==> config.mk <==
export PLATFORM = sky130hd
export DESIGN_NAME = calc_sequencer
export DESIGN_NICKNAME = d
export VERILOG_FILES = /design/src/rtl/calc_pkg.sv /design/src/rtl/calc_iter_unit.sv /design/src/rtl/calc_sequencer.sv
export SDC_FILE = /design/constraint.sdc
export NUM_CORES = 1
export LEC_CHECK = 0
export BUFFER_PORTS_ARGS = -buffer_cell sky130_fd_sc_hd__buf_2
export CAP_MARGIN = 20
export CORE_AREA = 3 3 134 266
export DETAILED_ROUTE_END_ITERATION = 10
export DIE_AREA = 0 0 137 269
export PLACE_DENSITY = 0.71
export SYNTH_ARGS = -nofsm -noshare
export SYNTH_HDL_FRONTEND = slang
export SYNTH_SLANG_ARGS = --single-unit
==> constraint.sdc <==
create_clock -name sw_clk -period 12.6 [get_ports sw_clk]
set_input_delay 2.52 -clock sw_clk [delete_from_list [all_inputs] [get_ports sw_clk]]
set_output_delay 2.52 -clock sw_clk [all_outputs]
set_load 0.01 [all_outputs]
==> src/rtl/calc_pkg.sv <==
// Shared operator/error codes, FSM encoding and default width for calc_sequencer.
package calc_pkg;

  localparam int unsigned CALC_WIDTH = 32;

  typedef enum logic [2:0] {
    OP_ADD = 3'd0,
    OP_SUB = 3'd1,
    OP_MUL = 3'd2,
    OP_DIV = 3'd3,
    OP_MOD = 3'd4
  } op_e;

  typedef enum logic [1:0] {
    ERR_NONE = 2'd0,
    ERR_OVF  = 2'd1,
    ERR_DIV0 = 2'd2,
    ERR_INV  = 2'd3
  } err_e;

  typedef enum logic [2:0] {
    S_IDLE  = 3'd0,
    S_SETUP = 3'd1,
    S_ITER  = 3'd2,
    S_FIX   = 3'd3,
    S_DONE  = 3'd4
  } state_e;

endpackage

==> src/rtl/calc_iter_unit.sv <==
// One-step-per-cycle magnitude datapath: unsigned shift-add multiply or restoring divide.
// hi holds the product high half / partial remainder, lo the multiplier / dividend-quotient.
module calc_iter_unit
  import calc_pkg::*;
#(
  parameter int unsigned WIDTH = CALC_WIDTH
) (
  input  logic               clk,
  input  logic               rst,
  input  logic               load,
  input  logic               step,
  input  logic               div_mode,
  input  logic [WIDTH-1:0]   mag_a,
  input  logic [WIDTH-1:0]   mag_b,
  output logic [2*WIDTH-1:0] prod,
  output logic [WIDTH-1:0]   quot,
  output logic [WIDTH-1:0]   rem
);

  logic [WIDTH-1:0] hi_q, hi_d;
  logic [WIDTH-1:0] lo_q, lo_d;
  logic [WIDTH-1:0] m_q, m_d;
  logic [WIDTH:0]   mul_sum_c;
  logic [WIDTH:0]   div_part_c;
  logic [WIDTH-1:0] div_diff_c;

  always_comb begin
    hi_d       = hi_q;
    lo_d       = lo_q;
    m_d        = m_q;
    mul_sum_c  = {1'b0, hi_q} + (lo_q[0] ? {1'b0, m_q} : '0);
    div_part_c = {hi_q, lo_q[WIDTH-1]};
    // A successful trial difference is below the divisor, so W bits hold it exactly.
    div_diff_c = div_part_c[WIDTH-1:0] - m_q;
    if (load) begin
      hi_d = '0;
      lo_d = mag_a;
      m_d  = mag_b;
    end else if (step) begin
      if (div_mode) begin
        if (div_part_c >= {1'b0, m_q}) begin
          hi_d = div_diff_c;
          lo_d = {lo_q[WIDTH-2:0], 1'b1};
        end else begin
          hi_d = div_part_c[WIDTH-1:0];
          lo_d = {lo_q[WIDTH-2:0], 1'b0};
        end
      end else begin
        hi_d = mul_sum_c[WIDTH:1];
        lo_d = {mul_sum_c[0], lo_q[WIDTH-1:1]};
      end
    end
  end

  always_ff @(posedge clk) begin
    if (rst) begin
      hi_q <= '0;
      lo_q <= '0;
      m_q  <= '0;
    end else begin
      hi_q <= hi_d;
      lo_q <= lo_d;
      m_q  <= m_d;
    end
  end

  assign prod = {hi_q, lo_q};
  assign quot = lo_q;
  assign rem  = hi_q;

endmodule

==> src/rtl/calc_sequencer.sv <==
// Multi-cycle signed add/sub/mul/div/mod controller with start/busy/done handshake.
// Optional CALC_SEQUENCER_CHAIN_EN adds a `chain` input that reuses the last answer as operand1.
module calc_sequencer
  import calc_pkg::*;
#(
  parameter int unsigned WIDTH = CALC_WIDTH
) (
  input  logic             sw_clk,
  input  logic             rst,
  input  logic             start,
  input  logic [WIDTH-1:0] operand1,
  input  logic [WIDTH-1:0] operand2,
  input  logic [2:0]       operator,
`ifdef CALC_SEQUENCER_CHAIN_EN
  input  logic             chain,
`endif
  output logic             busy,
  output logic             done,
  output logic [WIDTH-1:0] ans,
  output logic [1:0]       err
);

  localparam int unsigned      CNT_W    = (WIDTH > 1) ? $clog2(WIDTH) : 1;
  localparam logic [CNT_W-1:0] CNT_LAST = CNT_W'(WIDTH - 1);

  state_e           state_q, state_d;
  logic [2:0]       op_q, op_d;
  logic [WIDTH-1:0] a_q, a_d;
  logic [WIDTH-1:0] b_q, b_d;
  logic [WIDTH:0]   sum_q, sum_d;
  logic             qsign_q, qsign_d;
  logic             rsign_q, rsign_d;
  err_e             err_pend_q, err_pend_d;
  logic [CNT_W-1:0] cnt_q, cnt_d;
  logic             busy_q, busy_d;
  logic             done_q, done_d;
  logic [WIDTH-1:0] ans_q, ans_d;
  logic [1:0]       err_q, err_d;

  logic               iter_load_c;
  logic               iter_step_c;
  logic               div_mode_c;
  logic [WIDTH-1:0]   mag_a_c;
  logic [WIDTH-1:0]   mag_b_c;
  logic [2*WIDTH-1:0] prod_c;
  logic [WIDTH-1:0]   quot_c;
  logic [WIDTH-1:0]   rem_c;
  logic [WIDTH-1:0]   fix_ans_c;
  err_e               fix_err_c;

  always_comb begin
    mag_a_c    = a_q[WIDTH-1] ? -a_q : a_q;
    mag_b_c    = b_q[WIDTH-1] ? -b_q : b_q;
    div_mode_c = (op_q == OP_DIV) || (op_q == OP_MOD);
  end

  calc_iter_unit #(.WIDTH(WIDTH)) u_iter (
    .clk      (sw_clk),
    .rst      (rst),
    .load     (iter_load_c),
    .step     (iter_step_c),
    .div_mode (div_mode_c),
    .mag_a    (mag_a_c),
    .mag_b    (mag_b_c),
    .prod     (prod_c),
    .quot     (quot_c),
    .rem      (rem_c)
  );

  // Sign fix-up and overflow detection on the finished magnitudes.
  always_comb begin
    fix_ans_c = '0;
    fix_err_c = ERR_NONE;
    case (op_q)
      OP_ADD, OP_SUB: begin
        fix_ans_c = sum_q[WIDTH-1:0];
        if (sum_q[WIDTH] != sum_q[WIDTH-1]) fix_err_c = ERR_OVF;
      end
      OP_MUL: begin
        fix_ans_c = qsign_q ? -prod_c[WIDTH-1:0] : prod_c[WIDTH-1:0];
        if (prod_c[2*WIDTH-1:WIDTH] != '0) begin
          fix_err_c = ERR_OVF;
        end else if (prod_c[WIDTH-1] && (!qsign_q || (prod_c[WIDTH-2:0] != '0))) begin
          fix_err_c = ERR_OVF;
        end
      end
      OP_DIV: begin
        fix_ans_c = qsign_q ? -quot_c : quot_c;
        if (!qsign_q && quot_c[WIDTH-1]) fix_err_c = ERR_OVF;
      end
      OP_MOD: begin
        fix_ans_c = rsign_q ? -rem_c : rem_c;
      end
      default: ;
    endcase
    if (err_pend_q != ERR_NONE) fix_err_c = err_pend_q;
    if (fix_err_c != ERR_NONE) fix_ans_c = '0;
  end

  always_comb begin
    state_d     = state_q;
    op_d        = op_q;
    a_d         = a_q;
    b_d         = b_q;
    sum_d       = sum_q;
    qsign_d     = qsign_q;
    rsign_d     = rsign_q;
    err_pend_d  = err_pend_q;
    cnt_d       = cnt_q;
    ans_d       = ans_q;
    err_d       = err_q;
    iter_load_c = 1'b0;
    iter_step_c = 1'b0;
    unique case (state_q)
      S_IDLE: begin
        if (start) begin
`ifdef CALC_SEQUENCER_CHAIN_EN
          a_d = chain ? ans_q : operand1;
`else
          a_d = operand1;
`endif
          b_d        = operand2;
          op_d       = operator;
          err_pend_d = ERR_NONE;
          state_d    = S_SETUP;
        end
      end
      S_SETUP: begin
        cnt_d   = '0;
        qsign_d = a_q[WIDTH-1] ^ b_q[WIDTH-1];
        rsign_d = a_q[WIDTH-1];
        case (op_q)
          OP_ADD: begin
            sum_d   = {a_q[WIDTH-1], a_q} + {b_q[WIDTH-1], b_q};
            state_d = S_FIX;
          end
          OP_SUB: begin
            sum_d   = {a_q[WIDTH-1], a_q} - {b_q[WIDTH-1], b_q};
            state_d = S_FIX;
          end
          OP_MUL: begin
            iter_load_c = 1'b1;
            state_d     = S_ITER;
          end
          OP_DIV, OP_MOD: begin
            if (b_q == '0) begin
              err_pend_d = ERR_DIV0;
              state_d    = S_FIX;
            end else begin
              iter_load_c = 1'b1;
              state_d     = S_ITER;
            end
          end
          default: begin
            err_pend_d = ERR_INV;
            state_d    = S_FIX;
          end
        endcase
      end
      S_ITER: begin
        iter_step_c = 1'b1;
        if (cnt_q == CNT_LAST) begin
          cnt_d   = '0;
          state_d = S_FIX;
        end else begin
          cnt_d = cnt_q + CNT_W'(1);
        end
      end
      S_FIX: begin
        ans_d   = fix_ans_c;
        err_d   = fix_err_c;
        state_d = S_DONE;
      end
      S_DONE: begin
        state_d = S_IDLE;
      end
      default: begin
        state_d = S_IDLE;
      end
    endcase
    busy_d = (state_d == S_SETUP) || (state_d == S_ITER) || (state_d == S_FIX);
    done_d = (state_d == S_DONE);
  end

  always_ff @(posedge sw_clk) begin
    if (rst) begin
      state_q    <= S_IDLE;
      op_q       <= '0;
      a_q        <= '0;
      b_q        <= '0;
      sum_q      <= '0;
      qsign_q    <= 1'b0;
      rsign_q    <= 1'b0;
      err_pend_q <= ERR_NONE;
      cnt_q      <= '0;
      busy_q     <= 1'b0;
      done_q     <= 1'b0;
      ans_q      <= '0;
      err_q      <= '0;
    end else begin
      state_q    <= state_d;
      op_q       <= op_d;
      a_q        <= a_d;
      b_q        <= b_d;
      sum_q      <= sum_d;
      qsign_q    <= qsign_d;
      rsign_q    <= rsign_d;
      err_pend_q <= err_pend_d;
      cnt_q      <= cnt_d;
      busy_q     <= busy_d;
      done_q     <= done_d;
      ans_q      <= ans_d;
      err_q      <= err_d;
    end
  end

  assign busy = busy_q;
  assign done = done_q;
  assign ans  = ans_q;
  assign err  = err_q;

endmodule

Word level (Yosys, flattened, before mapping)
Cells that the tools add are included.
{ "word_totals": {"regBits": 244, "input_bits": 70, "output_inout_bits": 36, "wordCells": 104} }
{ "classes": {"add_sub_neg": 9, "order_cmp": 1, "n_eq_ne": 16, "muxes": 35, "bitwise_logic": 1, "reduce_logical": 26} }
{ "ops": {"columns": ["operator", "n"], "rows": [
  ["two-way mux 32 bit", 11],
  ["negation 32 bit", 4],
  ["one-hot mux 32 bit (3 select lines)", 1],
  ["one-hot mux 33 bit (2 select lines)", 1],
  ["adder 32 x 32 -> 33 bit", 1],
  ["adder 32 x 33 -> 33 bit", 1],
  ["greater-or-equal comparator 33 x 32 -> 1 bit", 1],
  ["subtractor 32 x 32 -> 33 bit", 1],
  ["zero test 32 bit", 1],
  ["nonzero test 32 bit", 1],
  ["subtractor 32 bit", 1],
  ["nonzero test 31 bit", 1],
  ["== test 3 x 2 -> 1 bit (second input constant)", 6],
  ["one-hot mux 3 bit (4 select lines)", 1],
  ["nonzero test 2 bit", 6],
  ["one-hot mux 5 bit (2 select lines)", 1],
  ["== test 3 x 1 -> 1 bit (second input constant)", 3],
  ["two-way mux 1 bit", 9],
  ["one-hot mux 2 bit (2 select lines)", 2],
  ["OR reduction 2 bit", 4],
  ["== test 3 bit (second input constant)", 2],
  ["zero test 3 bit", 2],
  ["two-way mux 2 bit", 3],
  ["two-way mux 3 bit", 2],
  ["15 further kinds", 22]
]} }

Longest topological paths before layout
{ "depth": {"word_depth": 9, "ltp_mapped": 20, "ltp_nobuf": 18} }

Modules after synthesis
Synthesis repeated with hierarchy kept, for this count alone.
{ "hier_totals": {"hier_cells": 2726, "area_unflattened_um2": 20475.9} }
{ "modules_own_cells": {"columns": ["module", "n_inst", "cells_each", "area_per_inst_um2", "seq_area_each_um2"], "rows": [
  ["calc_sequencer", 1, 1581, 11674.9, 2962.8],
  ["calc_iter_unit", 1, 1145, 8800.9, 1921.8]
]} }

Worst setup path after synthesis
OpenSTA, ideal clock, no wires.
{ "synth_timing": {"path_kind": "reg-to-reg", "start": "register b_q[12]", "end": "register sum_q[32]", "arrival_time_ps": 4317, "t_required_ps": 12483, "path_slack_ps": 8166, "stages_incl_launch_ff": 18, "path_buffers": 2, "path_cell_list": "dfxtp_1 > buf_2 > or4_1 > or4_1 > buf_2 > nor4_1 > nand2_1 > or4_1 > nand2_1 > xor2_1 > ha_1 > a21o_1 > a21o_1 > a211oi_1 > a21boi_0 > o21ai_0 > nor4_1 > and4b_1"} }
{ "synth_via": {"elab_chain_cells": 2, "elab_cells_between_ends": 3} }
{ "synth_rtl": {"columns": ["item", "line_no", "text"], "rows": [
  ["from (decl)", "calc_sequencer.sv:29", "logic [WIDTH-1:0] b_q, b_d;"],
  ["from (signal assigned)", "calc_sequencer.sv:190", "b_q <= '0;"],
  ["from (signal assigned)", "calc_sequencer.sv:204", "b_q <= b_d;"],
  ["subtractor 32 x 32 -> 33 bit / adder 32 x 32 -> 33 bit (equally long branches)", "calc_sequencer.sv:138, calc_sequencer.sv:134", null],
  ["one-hot mux 33 bit (2 select lines) (*)", "calc_sequencer.sv:132", "case (op_q)"],
  ["to (signal assigned)", "calc_sequencer.sv:205", "sum_q <= sum_d;"],
  ["to (decl)", "calc_sequencer.sv:30", "logic [WIDTH:0] sum_q, sum_d;"]
]} }
Every way passes the cells marked *; elsewhere a longest branch is shown, timed or not.
A chain may end at the register's enable or synchronous reset.

Worst setup path after layout
Same ends and word-level chain as after synthesis.

==> results.yml <==
yosys:
  ys_warn_count: 0
  yosys.area_share.simple: 0.2101
  synthXorXnorAreaFrac: 0.1078
  synth-seq-cells: 244
  yosysUniqueCellTypes: 78
  syn_avg_cell_area_um2: 7.355
  synth_top_family_by_area: "compound AO/OA/AOI/OAI gates"
  synth_compound_area_frac: 0.2803
  ys_seq_area_frac: 0.2684
  synth-edff-count: 0
  syn_area_um2: 18200
  synthMuxAreaShare: 0.007770
  synth_fp_nets: 2650
  async_flop_share: 0
  synthFlopType: "dfxtp_1"
  netlist_instances: 2474
  synthAdderAreaFrac: 0.07412
sta:
  finalHoldViolCount: 0
  fin_skew_ns: 0.01898
  finalMaxSlewViolations: 0
  timing.final.crit_share: 0.4108
  slew-limit-headroom: 0.2650
  fin_crit_ns: 5.177
  max_freq_ghz: 0.1932
  finalSetupViolCount: 0
  hold-worst-slack_ns: 0.4435
  rsz0062_at_grt: "false"
  tightestPinTransition_ns: 1.100
  totalNegativeSetupSlack_ns: 0
die:
  die_h_um: 269
  io_pins: 106
  rows: 95
  die_area_um2: 36850
  fp.dieW_um: 137
  coreArea_um2: 33760
  start_util: 0.5391
run:
  drv_cap: 0
cells_and_area:
  stdcell_count: 2928
  layout_common_cells: "nand2_1, dfxtp_1, a21oi_1, nor2_1"
  fin_area_um2: 19800
  drive_gt1_frac: 0.08430
  area_delta_synth_final_pct: 8.787
  fillerInstances: 3285
  nets: 2649
  layout_commonest_cell: "nand2_1"
clocking:
  clock-sinks: 244
  clockBufferDepth: 3
  cts_tree: "done"
  numCtsBuffers: 25
  cts_resized: 0
  h-tree-depth: 1
  cts_setup_buffers: 0
  cts.clk_slew.worst_paths_ns: 0.06
  cts_hold_buf: 0
  clk_latency_ns: 0.56
  cts-root-buf: "clkbuf_16"
critical_path:
  timing.rr.end: "sum_q[32]"
  crit_path_start_kind: "register"
  r2r_cells: 15
  endpoint_kind: "register"
  r2r_slack_ns: 7.42
  crit_type: "register to register"
  crit_start: "b_q[12]"
  worstPathMaxFanout: 10
  endpoint: "sum_q[32]"
  cp.required_ns: 13.04
  arrival_ns: 5.62
  r2r_start: "b_q[12]"
detailed_routing:
  avgRoutedWirePerCell_um: 24.68
  first_pass_iters: 7
  via_count: 18700
  postRouteWirelength_um: 72250
  drt-initial-drc-count: 1722
  vias_per_cell: 6.388
  postRouteAntennaNets: 0
  drc: 0
global_route:
  grt_max_degree: 117
  grt.overflow.total: 0
  grt_pass1_vias: 18070
  grt_util_all_layers: 0.3884
  grt_pass1_wl_um: 108500
  antenna_found_initial: 2
placement:
  dp_cells: 2879
  dpl_cell_area_um2: 18910
  port_buffers: 105
  place_hpwl_um: 54350
  place.gp.congestion: 1.018
pwr:
  p_leak_uw: 0.007934
  cellPowerDensity_nw_per_um2: 174.3
  ir_drop_mv: 0.2342
  finalPower_uw: 3450
outcome:
  status: "completed"
worst_hold_path:
  hold_class: "register to register"
==> cell usage after synthesis, types with 22 or more instances <==
cell / number / area [um2]
dfxtp_1: 244 / 4885
clkbuf_1: 149 / 559.3
a21oi_1: 228 / 1141
o211ai_1: 41 / 307.8
o21ai_0: 142 / 710.7
xor2_1: 141 / 1235
o31ai_1: 48 / 360.4
or3_1: 25 / 156.4
ha_1: 103 / 1289
nand2_1: 449 / 1685
inv_1: 67 / 251.5
a211oi_1: 94 / 705.7
a31oi_1: 22 / 137.6
a21o_1: 41 / 307.8
nand3_1: 35 / 175.2
nor2_1: 162 / 608.1
xnor2_1: 83 / 727.0
nor3_1: 40 / 200.2
==> where the power goes <==
| part | internal (uW) | switching, uW |
|---|---|---|
| registers | 851 | 139 |
| logic | 579 | 1080 |
| clock network | 465 | 334 |
==> worst min path at each step <==
stage	startpoint	end	slack, ns	cells after the start
global placement	ans[0]	ans[0]	0.44	2
finish	ans[23]	ans[23]	0.44	2
detailed placement	ans[23]	ans[23]	0.44	2
global route	ans[28]	ans[28]	0.47	2
floorplan	sum_q[25]	sum_q[25]	0.42	2
CTS	ans[23]	ans[23]	0.45	2
==> metrics by stage <==
stage	util	setup slack, ns
after floorplan	-	8.166
after global placement	0.5603	7.546
after detailed placement	0.5603	7.544
after CTS	0.5855	7.474
after global routing	0.5864	7.070
final	0.5864	7.424
==> area by class of cell <==
cell class | count | area, um2 | area share
Clock buffer | 35 | 693.2 | 0.03501
Tap cell | 436 | 545.5 | 0.02756
Clock inverter | 10 | 157.7 | 0.007964
Inverter | 68 | 255.2 | 0.01289
Multi-Input combinational cell | 1990 | 12430 | 0.6277
Antenna cell | 1 | 2.502 | 0.0001264
Timing Repair Buffer | 144 | 832.0 | 0.04203
Sequential cell | 244 | 4885 | 0.2467
==> metal layers <==
layer | vias to the layer above | share of wire | GRT usage
li1 | 8865 | - | -
met1 | 8695 | 0.32 | 0.3790
met2 | 816 | 0.48 | 0.6558
met3 | 328 | 0.083 | 0.1049
met4 | 0 | 0.12 | 0.3545
met5 | - | 0 | 0
==> flip-flops by register name, summed over array words and instances (netlist names), 5 cells and up <==
register / count
cnt_q: 5
u_iter.quot: 32
u_iter.m_q: 32
sum_q: 33
u_iter.rem: 32
b_q: 32
a_q: 32
ans: 32
==> cell families after synthesis <==
family	count (synthesis)
buf+inv	240
mux	14
xor+xnor	224
flops	244
compound gates	789
simple gates	857
fa+ha+maj	106
==> worst max-delay path, cell delays in order, from the launching register on <==
cell	delay, ns
dfxtp_1	0.41
or4_1	0.63
or4_1	0.53
nor4_1	0.43
nand2_1	0.17
or4_1	0.44
nand2_1	0.10
xor2_1	0.25
ha_1	0.34
a21o_1	0.21
a21o_1	0.18
a211oi_1	0.32
a21boi_0	0.31
o21ai_0	0.23
nor4_1	0.30
and4b_1	0.22
Note: power is estimated with default switching activity, not from simulation.
